## src/rtl/posit_defines.sv

```systemverilog
// rtl/posit_defines.sv - shared posit constants, unpacked value struct and run-length helper
package posit_defines;

  localparam int NBITS        = 32;
  localparam int ES           = 2;
  localparam int FBITS        = NBITS - ES - 3;
  localparam int REGIME_CNT_W = 5;

  typedef struct packed {
    logic              sgn;
    logic signed [7:0] scale;
    logic [FBITS-1:0]  fraction;
    logic              inf;
    logic              zero;
  } value;

  // Length of the run of bits equal to x[MSB], counted from the MSB downward.
  function automatic logic [REGIME_CNT_W-1:0] posit_lzc(input logic [NBITS-2:0] x);
    logic [REGIME_CNT_W-1:0] cnt;
    logic                    done;
    cnt  = '0;
    done = 1'b0;
    for (int i = NBITS - 2; i >= 0; i--) begin
      if (!done && (x[i] == x[NBITS-2])) begin
        cnt = cnt + REGIME_CNT_W'(1);
      end else begin
        done = 1'b1;
      end
    end
    return cnt;
  endfunction

endpackage

```

## src/rtl/posit_regime_count.sv

```systemverilog
// rtl/posit_regime_count.sv - combinational regime run-length counter over the 31 magnitude bits
module posit_regime_count
  import posit_defines::*;
(
  input  logic [NBITS-2:0]        bits_in,
  output logic [REGIME_CNT_W-1:0] run_len,
  output logic                    run_ones
);

  // Run length and polarity of the leading regime run.
  always_comb begin
    run_len  = posit_lzc(bits_in);
    run_ones = bits_in[NBITS-2];
  end

endmodule

```

## src/rtl/posit_extract_pipe.sv

```systemverilog
// rtl/posit_extract_pipe.sv - two-stage valid/ready posit(32,2) to unpacked value decoder
module posit_extract_pipe
  import posit_defines::*;
(
  input  logic             clk,
  input  logic             reset_n,
  input  logic [NBITS-1:0] in_data,
  input  logic             in_valid,
  output logic             in_ready,
  output value             out_value,
  output logic             out_valid,
  input  logic             out_ready
);

  logic             s1_load;
  logic             s2_load;

  logic             v1_q, v1_d;
  logic             sgn1_q, sgn1_d;
  logic [NBITS-2:0] abs1_q, abs1_d;
  logic             zero1_q, zero1_d;
  logic             inf1_q, inf1_d;

  logic             v2_q, v2_d;
  value             val2_q, val2_d;

  logic [REGIME_CNT_W-1:0] run_len;
  logic                    run_ones;
  logic [FBITS+ES-1:0]     tail;
  logic [5:0]              k;
  value                    dec;

  // Handshake: a stage advances when it is empty or the stage below advances.
  always_comb begin
    s2_load  = !v2_q || out_ready;
    s1_load  = !v1_q || s2_load;
    in_ready = s1_load;
  end

  // Stage 1 next state: sign, two's-complement magnitude and special-value flags.
  always_comb begin
    v1_d    = s1_load ? in_valid : v1_q;
    sgn1_d  = sgn1_q;
    abs1_d  = abs1_q;
    zero1_d = zero1_q;
    inf1_d  = inf1_q;
    if (s1_load && in_valid) begin
      sgn1_d  = in_data[NBITS-1];
      abs1_d  = in_data[NBITS-1] ? (~in_data[NBITS-2:0] + (NBITS-1)'(1)) : in_data[NBITS-2:0];
      zero1_d = (in_data == '0);
      inf1_d  = (in_data == {1'b1, {(NBITS-1){1'b0}}});
    end
  end

  posit_regime_count u_regime (
    .bits_in  (abs1_q),
    .run_len  (run_len),
    .run_ones (run_ones)
  );

  // Stage 2 decode: bits below the regime and its terminator start at abs[28];
  // shifting by run_len-1 left-aligns exponent then fraction, zero-filling the tail.
  always_comb begin
    tail = abs1_q[FBITS+ES-1:0] << (run_len - REGIME_CNT_W'(1));
    k    = run_ones ? ({1'b0, run_len} - 6'd1) : (6'd0 - {1'b0, run_len});
    dec  = '0;
    if (zero1_q) begin
      dec.zero = 1'b1;
    end else if (inf1_q) begin
      dec.inf = 1'b1;
    end else begin
      dec.sgn      = sgn1_q;
      dec.scale    = {k, tail[FBITS+ES-1:FBITS]};
      dec.fraction = tail[FBITS-1:0];
    end
  end

  // Stage 2 next state: output register only captures on a valid transfer from stage 1.
  always_comb begin
    v2_d   = s2_load ? v1_q : v2_q;
    val2_d = (s2_load && v1_q) ? dec : val2_q;
  end

  // Pipeline registers with asynchronous clear.
  always_ff @(posedge clk or negedge reset_n) begin
    if (!reset_n) begin
      v1_q    <= 1'b0;
      sgn1_q  <= 1'b0;
      abs1_q  <= '0;
      zero1_q <= 1'b0;
      inf1_q  <= 1'b0;
      v2_q    <= 1'b0;
      val2_q  <= '0;
    end else begin
      v1_q    <= v1_d;
      sgn1_q  <= sgn1_d;
      abs1_q  <= abs1_d;
      zero1_q <= zero1_d;
      inf1_q  <= inf1_d;
      v2_q    <= v2_d;
      val2_q  <= val2_d;
    end
  end

  // Output view of stage 2.
  always_comb begin
    out_valid = v2_q;
    out_value = val2_q;
  end

endmodule

```

## config.mk

```make
export PLATFORM = sky130hd
export DESIGN_NAME = posit_extract_pipe
export DESIGN_NICKNAME = d
export VERILOG_FILES = /design/src/rtl/posit_defines.sv /design/src/rtl/posit_regime_count.sv /design/src/rtl/posit_extract_pipe.sv
export SDC_FILE = /design/constraint.sdc
export NUM_CORES = 1
export LEC_CHECK = 0
export CORE_ASPECT_RATIO = 1.4
export CORE_MARGIN = 5
export CORE_UTILIZATION = 45
export CTS_BUF_LIST = sky130_fd_sc_hd__clkbuf_4
export DETAILED_ROUTE_END_ITERATION = 8
export PLACE_DENSITY_LB_ADDON = 0.1
export SLEW_MARGIN = 20
export SYNTH_ARGS = -nofsm -noshare
export SYNTH_HDL_FRONTEND = slang
export SYNTH_SLANG_ARGS = --single-unit
export TNS_END_PERCENT = 1
```

## constraint.sdc

```tcl
create_clock -name clk -period 20.9 [get_ports clk]
set_input_delay 4.18 -clock clk [delete_from_list [all_inputs] [get_ports clk]]
set_output_delay 4.18 -clock clk [all_outputs]
set_load 0.02 [all_outputs]
```

==> results.ini, run 1 <==
[setup_path]
crit_required_ns = 21.28
crit_arrival_ns = 16.09
endpoint_kind = flop
ff2ff_setup_slack_ns = 5.19
path_max_fanout = 94
rr_startpoint = abs1_q[30]
critPathSlowestCell = buf_4
worst_path_most_repeated_cell = ha_1
start_kind = flop
r2r-end = out_value[25]
rr_worst_depth = 67
crit_type = reg2reg
cp_slowest_stage_delay_ns = 0.72

[floorplanning]
rows = 61
die_y_microns = 177.8
core_area_sq_um = 19840
die_x_microns = 129.9
ioPinCount = 76
dieArea_sq_um = 23090
start_util_pct = 45.61

[route]
wl_per_cell_microns = 17.95
first_pass_iters = 7
viasPerCell = 5.947
drc = 0
vias = 8498
first_iter_violations = 428
antenna_left = 0
routed_wl_microns = 25650

[power_and_ir_drop]
power.density_nw_per_um2 = 112.7
leakagePower_uw = 0.004117
p_total_uw = 1131
ir_drop_mv = 0.08433

[global_routing]
grt_pass1_vias = 8166
grt_max_degree = 95
antenna_found_initial = 1
grt_pass1_wl_microns = 42410
grt_use_total_pct = 22.59
grt_overflow = 0

[worst_hold_path]
hp-start = out_value[32]
hold_depth = 2
hold_end = out_value[32]
hold_path_class = reg2reg

[logic_synthesis]
syn_area_sq_um = 9051
ys_async_sr_fraction_pct = 100.0
yosys-top-cells-count = nand2_1, mux2i_1, o21ai_0
synthTopCellsByArea = dfrtp_1, mux2i_1, nand2_1
synth_edf_count = 0
ys_warn_count = 0
synth_fp_nets = 1215
synthCells = 1151
avgSynthCellArea_sq_um = 7.864
yosysTopAreaCell = dfrtp_1
yosysSeqAreaShare_pct = 20.46
synth_top_cell_area_share_pct = 20.46
synth_cell_types = 88
ys.flop_type = dfrtp_1
synthMostInstantiatedCell = nand2_1
synth_seq_cells = 74

[job]
maxCapViolations = 0

[clock_tree]
cts_repair_resize_count = 0
clk-insertion-delay-late_ns = 0.46
postCtsSetupBuffers = 0
cts_root_buf = clkbuf_4
cts_hold_buf = 0
cts_tree = built
path_clk_slew_ns = 0.17
clockBufferDepth = 2
htree_levels = 3
cts-buffers-inserted = 9
cts_num_sinks = 74

[timing]
slew-limit-headroom_pct = 29.66
setup_tns_ns = 0
rsz0062_at_grt = false
fin_crit_sh_pct = 75.15
fin_crit_ns = 15.71
final_max_slew_viol_count = 0
hold_viol_final = 0
timing.fmax_mhz = 63.67
worstMarginPinSlew_ns = 1.053
finalSetupViolations = 0
skew_ns = 0.03713

[place]
place_inst = 1412
gp_congestion = 0.8868
numPortBuffers = 75
dpl.hpwl_microns = 19810

[finish]
nNetsFinal = 1235
drive_gt1_share_pct = 7.143
final_core_util_pct = 50.58
final_cells = 1429
area_delta_synth_final_pct = 10.89

[run_status]
status = completed

[worst max-delay path by stage]
stage                     startpoint             to  slack (ns)  depth (start not counted)
after global placement    abs1_q[30]  out_value[25]        5.76                         68
after global routing      abs1_q[30]  out_value[25]        3.69                         69
final                     abs1_q[30]  out_value[25]        5.19                         67
after detailed placement  abs1_q[30]  out_value[25]        5.28                         67
after CTS                 abs1_q[30]  out_value[25]        5.22                         67
after floorplan           abs1_q[30]  out_value[22]        5.97                         74
[where the power goes]
part           switching, uW  internal, uW  leakage, uW
registers               48.1           182     0.000927
clock network           63.9          27.6    0.0000714
logic                    460           349      0.00312
total                    572           559      0.00412
[placed cells by master, fill, tap and decap left out, types with 29 or more instances in the layout]
cell,Yosys,routed
clkdlybuf4s50_1,0,74
nor2_1,72,71
mux2i_1,102,102
xnor2_1,48,47
a21oi_1,59,59
nand2_1,154,153
inv_1,29,29
o21ai_0,102,102
dfrtp_1,74,73
xor2_1,41,40
[flip-flops by register name, summed over array words and instances (netlist names)]
| name | flops |
|---|---|
| abs1_q | 31 |
| inf1_q | 1 |
| out_valid | 1 |
| out_value | 38 |
| sgn1_q | 1 |
| v1_q | 1 |
| zero1_q | 1 |
[through the flow]
stage	setup WS (ns)	hold slack [ns]	instance area (sq um)
after floorplan	5.973	0.4497	9051
after global placement	5.756	0.4625	9897
after detailed placement	5.279	0.4731	9897
after CTS	5.222	0.5093	10030
after global routing	3.693	0.5408	10040
final	5.194	0.5042	10040
[routing by layer]
metal  share of wire (%)  GRT usage, %  wire length [microns]
met5                   0             0                      0
met1                  44         28.93                  11340
met4                 2.0         5.373                    501
met2                  51         40.49                  13000
met3                 3.2         2.319                    812
[final cells by class]
class                           count  area [sq um]
Antenna cell                        1         2.502
Clock buffer                        9         67.56
Inverter                           30         112.6
Multi-Input combinational cell    970          6790
Tap cell                          252         315.3
Clock inverter                      7         65.06
Fill cell                        1969          9807
Sequential cell                    74          1853
Timing Repair Buffer               86         830.8
[critical path, delay by kind of cell, from the launching register on]
family / cells / cell delay (ns)
flops: 1 / 0.48
simple gates: 13 / 1.85
buf+inv: 6 / 1.51
fa+ha+maj: 15 / 5.08
mux: 7 / 1.61
xor+xnor: 2 / 0.42
compound gates: 24 / 4.67
[cells by family (layout without fill, tap and decap cells)]
group | after synthesis | after routing | synth area share [%]
and+or+nand+nor | 401 | 401 | 22.19
AOI/OAI and AO/OA | 318 | 318 | 22.77
muxes | 118 | 118 | 13.81
buffers and inverters | 107 | 132 | 4.852
xor gates and xnor gates | 103 | 103 | 11.83
DFF | 74 | 74 | 20.46
adders and majority gates | 30 | 30 | 4.092
other | 0 | 1 | 0
(Power assumes the default switching activity.)
==> run 2, diff against run 1 <==
- clock period: 20.9 -> 14.65 ns (I/O delays scaled with it)
==> results.ini, run 2 (synthesis gave the netlist of run 1 again) <==
[clock_tree]
clockBufferDepth = 2  ; unchanged
cts_num_sinks = 74  ; unchanged
htree_levels = 3  ; unchanged
cts-buffers-inserted = 9  ; unchanged
path_clk_slew_ns = 0.14  ; -0.03 ns
cts_root_buf = clkbuf_4
clk-insertion-delay-late_ns = 0.43  ; -0.03 ns
cts_tree = built
cts_hold_buf = 0  ; unchanged

[timing]
layout_setup_ws_ns = 0.6672  ; -4.527 ns
fin_crit_sh_pct = 95.45  ; +20 points
worstMarginPinSlew_ns = 1.019  ; -0.03354 ns
hold_viol_final = 0  ; unchanged
skew_ns = 0.03201  ; -0.005125 ns
final_max_slew_viol_count = 0  ; unchanged
setup_tns_ns = 0  ; unchanged
slew-limit-headroom_pct = 31.82  ; +2.2 points
finalSetupViolations = 0  ; unchanged
fin_crit_ns = 13.98  ; -1.723 ns
timing.fmax_mhz = 71.52  ; +12%

[setup_path]
rr_startpoint = abs1_q[30]
path_depth = 64  ; -4.5%
ff2ff_setup_slack_ns = 0.67  ; -4.53 ns
crit_required_ns = 14.97  ; -6.31 ns
worst_path_most_repeated_cell = ha_1
rr_worst_depth = 64  ; -4.5%
crit_buf_inv = 7  ; +1
crit_family = adder cells
crit_type = reg2reg
cp_slowest_stage_delay_ns = 0.54  ; -0.18 ns
endpoint_kind = flop
crit_arrival_ns = 14.30  ; -1.79 ns
start_kind = flop
path_max_fanout = 8  ; -91%
critPathSlowestCell = mux4_2
r2r-end = out_value[20]

[finish]
final_cell_mix = nand2_1, o21ai_0, mux2i_1
final_common_cell = nand2_1
area_delta_synth_final_pct = 17.31
antenna_cells = 0  ; -1
drive_gt1_share_pct = 12.69  ; +5.5 points
largest_reg_flops = 38  ; unchanged
nNetsFinal = 1265  ; +2.4%

[floorplanning]
start_util_pct = 45.61  ; unchanged
core_area_sq_um = 19840  ; unchanged
dieArea_sq_um = 23090  ; unchanged
die_y_microns = 177.8  ; unchanged
ioPinCount = 76  ; unchanged
die_x_microns = 129.9  ; unchanged
rows = 61  ; unchanged

[global_routing]
grt_pass1_wl_microns = 43840  ; +3.4%
grt_overflow = 0  ; unchanged
grt_pass1_vias = 8420  ; +3.1%
grt_max_degree = 77  ; -19%
antenna_found_initial = 0  ; -1
grt_use_total_pct = 23.33  ; +0.74 points

[route]
first_pass_iters = 7  ; unchanged
routed_wl_microns = 27100  ; +5.6%
vias = 8648  ; +1.8%
wl_per_cell_microns = 18.59  ; +3.5%
first_iter_violations = 592  ; +38%
antenna_left = 0  ; unchanged
viasPerCell = 5.931  ; -0.26%
drc = 0  ; unchanged

[power_and_ir_drop]
cellInternalPower_uw = 910.7  ; +63%
power_frac_clock_pct = 7.5  ; -0.6 points
switching_share_pct = 49.03  ; -1.5 points
leakagePower_uw = 0.004300  ; +4.5%
seq_power_share_pct = 18.4  ; -2.0 points
p_sw_uw = 876.2  ; +53%
ir_drop_mv = 0.1252  ; +48%
power.density_nw_per_um2 = 168.3  ; +49%
combPwrFrac_pct = 74.1  ; +2.5 points

[job]
maxCapViolations = 0  ; unchanged

[place]
dpl.hpwl_microns = 20530  ; +3.7%
gp_congestion = 0.9058  ; +2.1%
place_ws_ns = -0.04678  ; -5.326 ns
numPortBuffers = 75  ; unchanged

[worst_hold_path]
hold_path_class = reg2reg
hp-start = out_value[34]
hold_end = out_value[34]
hold_depth = 2  ; unchanged

[run_status]
status = completed

run 2: cell type report:
cell class / count / area [sq um]
clock buffers: 10 / 75.07
clock inverters: 6 / 65.06
fillers: 1957 / 9226
inverters: 30 / 117.6
multi-input cells: 971 / 7088
flip-flops and latches: 74 / 1857
well taps: 252 / 315.3
repair buffers: 115 / 1100
run 2: worst max-delay path by stage:
stage / start / to / slack (ns)
6_report: abs1_q[30] / out_value[20] / 0.67
4_1_cts: abs1_q[30] / out_value[24] / 0.007
3_3_place_gp: abs1_q[30] / out_value[20] / 0.24
3_5_place_dp: abs1_q[30] / out_value[23] / -0.05
5_1_grt: abs1_q[30] / out_value[23] / -0.22
2_1_floorplan: abs1_q[30] / out_value[20] / -0.07
run 2: per-layer routing:
| metal | track usage, % | vias up | share of wire (%) |
|---|---|---|---|
| li1 | - | 4298 | - |
| met2 | 41.09 | 200 | 51 |
| met5 | 0 | - | 0 |
| met1 | 29.17 | 4096 | 42 |
| met3 | 2.469 | 54 | 2.9 |
| met4 | 8.536 | 0 | 4.0 |
run 2: worst register-to-register path, delay by kind of cell, from the launching register on:
kind                       cells  cell delay (ns)
buffers and inverters          7             0.78
AOI/OAI and AO/OA             23             3.95
adders and majority gates     14             4.31
xor gates and xnor gates       2             0.38
muxes                          6             1.99
and+or+nand+nor               12             1.97
DFF                            1             0.53
run 2: per-stage QoR:
stage | instances | hold WS, ns | total power [uW] | utilization [%] | area, sq um
after global placement | 1419 | 0.4732 | 1504 | 50.21 | 9965
after floorplan | 1151 | 0.4497 | 1165 | - | 9054
after detailed placement | 1419 | 0.4737 | 1510 | 50.21 | 9965
after global routing | 1458 | 0.5216 | 1921 | 53.51 | 10620
final | 1458 | 0.5005 | 1787 | 53.51 | 10620
after CTS | 1435 | 0.5072 | 1656 | 50.98 | 10120
run 2: power by group through the flow:
stage                     combinational (uW)  clock [uW]  sequential, uW
final                                   1320         133             330
after global routing                    1430         146             341
after detailed placement                1180           0             333
after floorplan                          821           0             344
after CTS                               1190         139             330
after global placement                  1170           0             334
run 2: timing repair:
action,CTS,global route
resized for setup,2,63
endpoints found under the setup margin,8,33
setup buffers,0,21
pin swaps,0,16
gates cloned,0,2
